[src/rtl/add_if_pkg.sv]
// Shared defaults and vector types for the registered adder slice.
package add_if_pkg;

  localparam int DEFAULT_WIDTH   = 4;
  localparam int DEFAULT_LATENCY = 1;
  localparam int LATENCY_MAX     = 4;

  typedef logic [DEFAULT_WIDTH-1:0] operand_t;
  typedef logic [DEFAULT_WIDTH:0]   sum_t;

endpackage

[src/rtl/add_if_stage.sv]
// One pipeline register stage (data + valid) with synchronous active-low clear.
module add_if_stage #(
  parameter int W = 5
) (
  input  logic         clk,
  input  logic         rst_n,
  input  logic [W-1:0] in_data,
  input  logic         in_valid,
  output logic [W-1:0] out_data,
  output logic         out_valid
);

  logic [W-1:0] data_d, data_q;
  logic         valid_d, valid_q;

  always_comb begin
    data_d  = in_data;
    valid_d = in_valid;
    if (!rst_n) begin
      data_d  = '0;
      valid_d = 1'b0;
    end
  end

  always_ff @(posedge clk) begin
    data_q  <= data_d;
    valid_q <= valid_d;
  end

  assign out_data  = data_q;
  assign out_valid = valid_q;

endmodule

[src/rtl/add_if_unit.sv]
// Registered unsigned adder: full-width sum with carry after LATENCY clock edges.
module add_if_unit
  import add_if_pkg::*;
#(
  parameter int WIDTH   = DEFAULT_WIDTH,
  parameter int LATENCY = DEFAULT_LATENCY
) (
  input  logic             clk,
  input  logic             rst_n,
  input  logic [WIDTH-1:0] a,
  input  logic [WIDTH-1:0] b,
  input  logic             in_valid,
  output logic [WIDTH:0]   sum,
  output logic             out_valid
);

  if (LATENCY < 1 || LATENCY > LATENCY_MAX) begin : g_bad_latency
    $error("add_if_unit: LATENCY %0d outside 1..%0d", LATENCY, LATENCY_MAX);
  end

  logic [WIDTH:0] sum_d;
  logic [LATENCY:0][WIDTH:0] stage_data;
  logic [LATENCY:0]          stage_valid;

  // Zero-extend before adding so the carry lands in the MSB instead of wrapping.
  always_comb begin
    sum_d = {1'b0, a} + {1'b0, b};
  end

  assign stage_data[0]  = sum_d;
  assign stage_valid[0] = in_valid;

  for (genvar i = 0; i < LATENCY; i++) begin : g_stage
    add_if_stage #(
      .W (WIDTH + 1)
    ) u_stage (
      .clk       (clk),
      .rst_n     (rst_n),
      .in_data   (stage_data[i]),
      .in_valid  (stage_valid[i]),
      .out_data  (stage_data[i+1]),
      .out_valid (stage_valid[i+1])
    );
  end

  assign sum       = stage_data[LATENCY];
  assign out_valid = stage_valid[LATENCY];

endmodule

[config.mk]
export PLATFORM = sky130hd
export DESIGN_NAME = add_if_unit
export DESIGN_NICKNAME = d
export VERILOG_FILES = /design/src/rtl/add_if_pkg.sv /design/src/rtl/add_if_stage.sv /design/src/rtl/add_if_unit.sv
export SDC_FILE = /design/constraint.sdc
export NUM_CORES = 1
export LEC_CHECK = 0
export BUFFER_PORTS_ARGS = -buffer_cell sky130_fd_sc_hd__buf_2
export CAP_MARGIN = 5
export CORE_AREA = 2 2 39 41
export DETAILED_ROUTE_END_ITERATION = 8
export DIE_AREA = 0 0 41 43
export SETUP_SLACK_MARGIN = 0.2
export SYNTH_ARGS = -nofsm -noshare
export SYNTH_HDL_FRONTEND = slang
export SYNTH_SLANG_ARGS = --single-unit
[constraint.sdc]
create_clock -name clk -period 1.8 [get_ports clk]
set_clock_uncertainty 0.2 [all_clocks]
set_input_delay 0.18 -clock clk [delete_from_list [all_inputs] [get_ports clk]]
set_output_delay 0.18 -clock clk [all_outputs]
set_load 0.005 [all_outputs]
After elaboration in Yosys (flattened, before gate mapping)
Index checks and enable logic that the tools add are counted.
- word-level logic and storage cells: 3
- flip-flop bits (word level): 6
- $add $sub $neg: 1
- operator list (cell ; count):
    adder 4 x 4 -> 5 bit ; 1

Depth between registers and ports, before layout
Gate-level depths: netlist of the first run.
- depth after elaboration: 1
- mapped depth: 6
- depth with buffers taken out: 6

Cells and area by module
A second synthesis of the first run with hierarchy kept.
- cells, all modules: 28
- area total of the unflattened synthesis: 294.0 um2
- modules (own cells, without submodules) (module ; times used ; cells an instance ; sequential area each (um2) ; area each (um2)):
    add_if_stage ; 1 ; 12 ; 120.1 ; 157.7
    add_if_unit ; 1 ; 16 ; 0.0 ; 136.4

Worst setup path after synthesis of the first run
No wires, ideal clock.
- kind: input to register
- start: in a[0]
- end: reg g_stage[0].u_stage.data_q[2]
- library setup time: 0.080 ns
- path buffers: 0
- data required time: 1.520 ns
- path slack: 0.446 ns
- arrival time: 1.074 ns
- stages: 5
- cell sequence: ha_1 > inv_1 > fa_1 > nor2b_1 > nor3b_1
- word-level cells in the longest chain between the ends: 1
- RTL lines (element ; line ; source):
    start: declaration ; add_if_unit.sv:10 ; input logic [WIDTH-1:0] a,
    adder 4 x 4 -> 5 bit ; add_if_unit.sv:27 ; sum_d = {1'b0, a} + {1'b0, b};
    end signal: assignment ; add_if_stage.sv:26 ; data_q <= data_d;
    end: declaration ; add_if_stage.sv:13 ; logic [W-1:0] data_d, data_q;
Every way passes these cells.
A chain may end at the register's enable or synchronous reset.

Worst setup path in the final report of the first run
Same ends and word-level chain as after synthesis.

==> impl_metrics.json, run 1 <==
{
  "die_width_um": 41,
  "port-buffer-count": 16,
  "finalNonFillerCells": 63,
  "postCtsSetupRepairBufs": 0,
  "setup_tns_ns": 0,
  "first_global_vias": 244,
  "drv_slew": 0,
  "crit_path_start_kind": "input port",
  "end_kind": "register",
  "finalCritPeriodShare_pct": 70.1,
  "ys_ff_latch": 6,
  "std_cell_rows": 14,
  "synth_top_cell_by_area": "dfxtp_1",
  "cts_buffer_depth": 2,
  "vias": 249,
  "antenna-diode-count": 0,
  "period_needed_ns": 1.26,
  "final_core_util_pct": 31.2,
  "route.detailed.drc": 0,
  "die_area_um2": 1760,
  "maxCapViolations": 0,
  "hold_viol": 0,
  "max_slew_margin_pct": 92.6,
  "setup_ws_ns": 0.539,
  "cp.required_ns": 1.76,
  "antenna_found_initial": 0,
  "ctsHoldBuffers": 1,
  "power_density_nw_per_um2": 774,
  "rsz0062_at_grt": "false",
  "crit_path_start": "a[0]",
  "synth_cell_types": 14,
  "hold_path_end": "g_stage[0].u_stage.out_data[4]",
  "drt_iter0_drc": 0,
  "min_path_type": "in2reg",
  "syn_area_um2": 299,
  "place.gp.congestion": 0.588,
  "ys_seq_area_share_pct": 40.2,
  "wire_per_inst_um": 8.08,
  "hold_depth": 2,
  "core_area_um2": 1380,
  "final-seq-area_um2": 120,
  "cts_tree": "yes",
  "placed_cell_area_um2": 399,
  "yosysTopAreaCellShare_pct": 40.2,
  "cts_root_buf": "clkbuf_4",
  "cts_sinks": 6,
  "dr.pass1.iters": 1,
  "worstPathMaxFanout": 2,
  "layout_commonest_cell": "buf_2",
  "die_y_um": 43,
  "nNetsFinal": 65,
  "avgViaCountPerCell": 3.95,
  "pre_cts_slack_ns": 0.302,
  "dp.cells": 59,
  "clk_pin_slew_ns": 0.04,
  "final_cell_area_um2": 432,
  "tightest_slew_ns": 0.108,
  "grt.total_usage_pct": 7.03,
  "ir_worst_vdd_mv": 0.158,
  "area_growth_pct": 44.4,
  "p_leak_nw": 0.232,
  "final_antenna_net_count": 0,
  "fmax_mhz": 793,
  "most-common-layout-cells": "buf_2, dfxtp_1, ha_1, inv_1, clkbuf_4",
  "globalRouteOverflowTotal": 0,
  "synth_cells": 27,
  "fillers": 160,
  "arrival_ns": 1.22,
  "multi_input_area_um2": 168,
  "grt_max_degree": 8,
  "hp-start": "rst_n",
  "cts_resized": 0,
  "start_util_pct": 21.6,
  "wl_um": 509,
  "grt_pass1_wl_um": 814,
  "cts_made_buffers": 3,
  "ys_warn_count": 0,
  "syn_area_per_cell_um2": 11.1,
  "htree_levels": 1,
  "synth_area_leaders": "dfxtp_1, ha_1, fa_1, o21a_1, nor2b_4",
  "place_hpwl_um": 435,
  "outcome": "completed",
  "setup_viol": 0,
  "syn-num-nets": 43,
  "io_pins": 17,
  "drive_gt1_share_pct": 44.7,
  "critPathKind": "in2reg"
}
==> per-layer routing <==
layer	global-route usage [%]	vias up	routed length (um)	part of all wire [%]
met2	10.6	10	258	51
met4	4.00	0	0	0
met1	6.75	110	191	38
met5	0	-	0	0
met3	4.71	0	59	12
li1	-	129	-	-
==> worst max path at each step <==
stage          slack, ns  depth (start not counted)                             end
6_report            0.54                          6  g_stage[0].u_stage.out_data[2]
5_1_grt             0.47                          6  g_stage[0].u_stage.out_data[2]
4_1_cts             0.54                          6  g_stage[0].u_stage.out_data[2]
3_5_place_dp        0.30                          6  g_stage[0].u_stage.out_data[2]
3_3_place_gp        0.30                          6  g_stage[0].u_stage.out_data[2]
2_1_floorplan       0.45                          5  g_stage[0].u_stage.out_data[2]
==> sequential cells by signal (all words and copies together) (netlist names) <==
register / flops
g_stage.u_stage.out_valid: 1
g_stage.u_stage.out_data: 5
==> layout make-up <==
class / count / share of cell area [%]
Sequential cell: 6 / 27.8
Multi-Input combinational cell: 18 / 38.8
Inverter: 3 / 2.61
Timing Repair Buffer: 17 / 20.9
Tap cell: 16 / 4.64
Clock buffer: 3 / 5.22
==> critical path, cell delays in order <==
cell     delay, ns
buf_2         0.08
ha_1          0.16
inv_1         0.05
fa_1          0.42
nor2b_1       0.16
nor3b_1       0.17
==> logic make-up (layout without fill, tap and decap cells) <==
kind of cell,Yosys count,in the layout,synth area share [%]
multiplexers,1,1,3.35
adder cells (fa/ha/maj),5,5,23.4
AO/OA/AOI/OAI,4,4,10.5
flip-flops,6,6,40.2
AND/OR/NAND/NOR,8,8,18.8
buffers and inverters,3,23,3.77
==> Yosys cell counts <==
cell / number
o21a_1: 2
and2_1: 2
inv_1: 3
dfxtp_1: 6
nor3b_1: 1
nor2b_1: 2
nand2b_1: 1
mux2i_1: 1
ha_1: 4
a21o_1: 1
a21oi_2: 1
nand2_1: 1
nor2b_4: 1
fa_1: 1
==> power breakdown <==
group / switching (mW) / internal, mW / total (mW)
clock network: 0.0435 / 0.0751 / 0.119
registers: 0.00201 / 0.145 / 0.147
logic: 0.0288 / 0.0394 / 0.0682
==> through the flow <==
step | hold slack (ns) | total power [mW]
floorplan | 0.0975 | 0.188
global placement | 0.192 | 0.217
detailed placement | 0.194 | 0.217
CTS | 0.0285 | 0.343
global route | 0.0399 | 0.359
finish | 0.0343 | 0.334
(Power assumes the default switching activity.)
==> inputs of run 2 (changes only) <==
clock period = 1.1 ns   (was 1.8 ns; I/O delays follow)
==> run 2 against run 1 <==
  * The flow now finishes with violations (hold timing)
  * First-iteration DRC count is 2 higher
  * Worst setup slack worse by 0.48 ns
  * Clock power is 64% higher
  * Combinational power is 100% higher
  * Via count is 1.6% higher
  * Utilization is 4.8 points higher
  * Global-route usage is 0.90 points higher
  * Count of clock-buffer cells in the layout stayed put
  * Die area stayed put
  * Critical path depth stayed put
  * Critical path type unchanged
  * Critical endpoint unchanged
  * Highest routed layer unchanged
==> impl_metrics.json, run 2 (synthesized netlist as in run 1, its figures left out) <==
{
  "rsz0062_at_grt": "true",
  "place_hpwl_um": 429,
  "avgViaCountPerCell": 3.95,
  "drv_slew": 0,
  "hold_slack_ns": -0.121,
  "finalPower_mw": 0.574,
  "clk_pin_slew_ns": 0.04,
  "drive_gt1_share_pct": 58.3,
  "die_width_um": 41,
  "most-common-layout-cells": "buf_2, dfxtp_1",
  "place.gp.congestion": 0.704,
  "first_global_vias": 262,
  "grt_pass1_wl_um": 897,
  "end_kind": "register",
  "power_density_nw_per_um2": 1150,
  "min_path_type": "in2reg",
  "cts_made_buffers": 3,
  "setup_ws_ns": 0.0589,
  "die_area_um2": 1760,
  "route.detailed.drc": 0,
  "start_util_pct": 21.6,
  "core_area_um2": 1380,
  "fmax_mhz": 961,
  "std_cell_rows": 14,
  "cts_root_buf": "clkbuf_4",
  "vias": 253,
  "hold_viol": 6,
  "final_antenna_net_count": 0,
  "setup_viol": 0,
  "nNetsFinal": 66,
  "cts_tree": "yes",
  "cts_buffer_depth": 2,
  "tightest_slew_ns": 0.118,
  "finalCritPeriodShare_pct": 94.6,
  "hold_path_end": "g_stage[0].u_stage.out_valid",
  "pre_cts_slack_ns": -0.260,
  "cp.required_ns": 1.06,
  "globalRouteOverflowTotal": 0,
  "ir_worst_vdd_mv": 0.257,
  "htree_levels": 1,
  "wl_um": 515,
  "antenna-diode-count": 0,
  "layout_commonest_cell": "buf_2",
  "setup_tns_ns": 0,
  "crit_path_start_kind": "input port",
  "largest_register_ffs": 5,
  "outcome": "finished, violations left",
  "hp-start": "in_valid",
  "maxCapViolations": 0,
  "area_growth_pct": 66.5,
  "worstPathMaxFanout": 2,
  "critPathKind": "in2reg",
  "drt_iter0_drc": 2,
  "dr.pass1.iters": 3,
  "grt.total_usage_pct": 7.93,
  "violations": "hold timing",
  "cts_sinks": 6,
  "final_core_util_pct": 36.0,
  "hold_depth": 2,
  "p_leak_nw": 0.244,
  "arrival_ns": 1.00,
  "grt_max_degree": 8,
  "port-buffer-count": 16,
  "antenna_found_initial": 0,
  "max_slew_margin_pct": 91.9,
  "period_needed_ns": 1.04,
  "io_pins": 17,
  "die_y_um": 43,
  "wire_per_inst_um": 8.05
}
## run 2: changes by cell type in the layout (fill, tap and decap cells not counted), moves of 3 or more
cell	before	now
ha_1	4	1
buf_2	16	12
ha_4	0	3
buf_6	0	3
buf_4	0	3
## run 2: worst max-delay path, stage by stage
cell     delay [ns]
buf_6          0.07
ha_4           0.13
inv_2          0.03
fa_2           0.35
nor2b_1        0.14
nor3b_1        0.16
## run 2: routing by layer
| layer | routed length (um) | vias to the layer above | track usage, % |
|---|---|---|---|
| met3 | 40 | 0 | 1.57 |
| met1 | 226 | 111 | 9.32 |
| met5 | 0 | - | 0 |
| li1 | - | 131 | - |
| met2 | 248 | 11 | 10.0 |
| met4 | 0 | 0 | 10.0 |
## run 2: metrics by stage
stage,std cells,instance area [um2]
floorplan,27,314
global placement,60,422
detailed placement,60,422
CTS,63,469
global route,64,498
finish,64,498
## run 2: timing repair
item,CTS,global route
setup endpoints to repair,10,10
buffers inserted,0,1
hold endpoints to repair,6,5
pin swaps,4,4
gates resized for setup,3,4
## run 2: cell type report
type	count	area (um2)
fillers	151	886
well taps	16	20.0
multi-input cells	18	208
repair buffers	18	116
clock buffers	3	22.5
flip-flops and latches	6	120
inverters	3	11.3
## run 2: where the power goes
group / internal (mW) / total [mW] / switching (mW) / leakage, nW
combinational: 0.0837 / 0.138 / 0.0538 / 0.180
clock: 0.123 / 0.195 / 0.0718 / 0.0138
sequential: 0.238 / 0.241 / 0.00346 / 0.0500
total: 0.444 / 0.574 / 0.129 / 0.244
## run 2: how the worst max path moves through the flow
stage               cells past startpoint  start                              to
floorplan                               6   a[0]  g_stage[0].u_stage.out_data[4]
global placement                        6   a[0]  g_stage[0].u_stage.out_data[2]
detailed placement                      7   a[0]  g_stage[0].u_stage.out_data[4]
CTS                                     6   b[0]  g_stage[0].u_stage.out_data[2]
global route                            6   b[0]  g_stage[0].u_stage.out_data[2]
finish                                  6   b[0]  g_stage[0].u_stage.out_data[2]
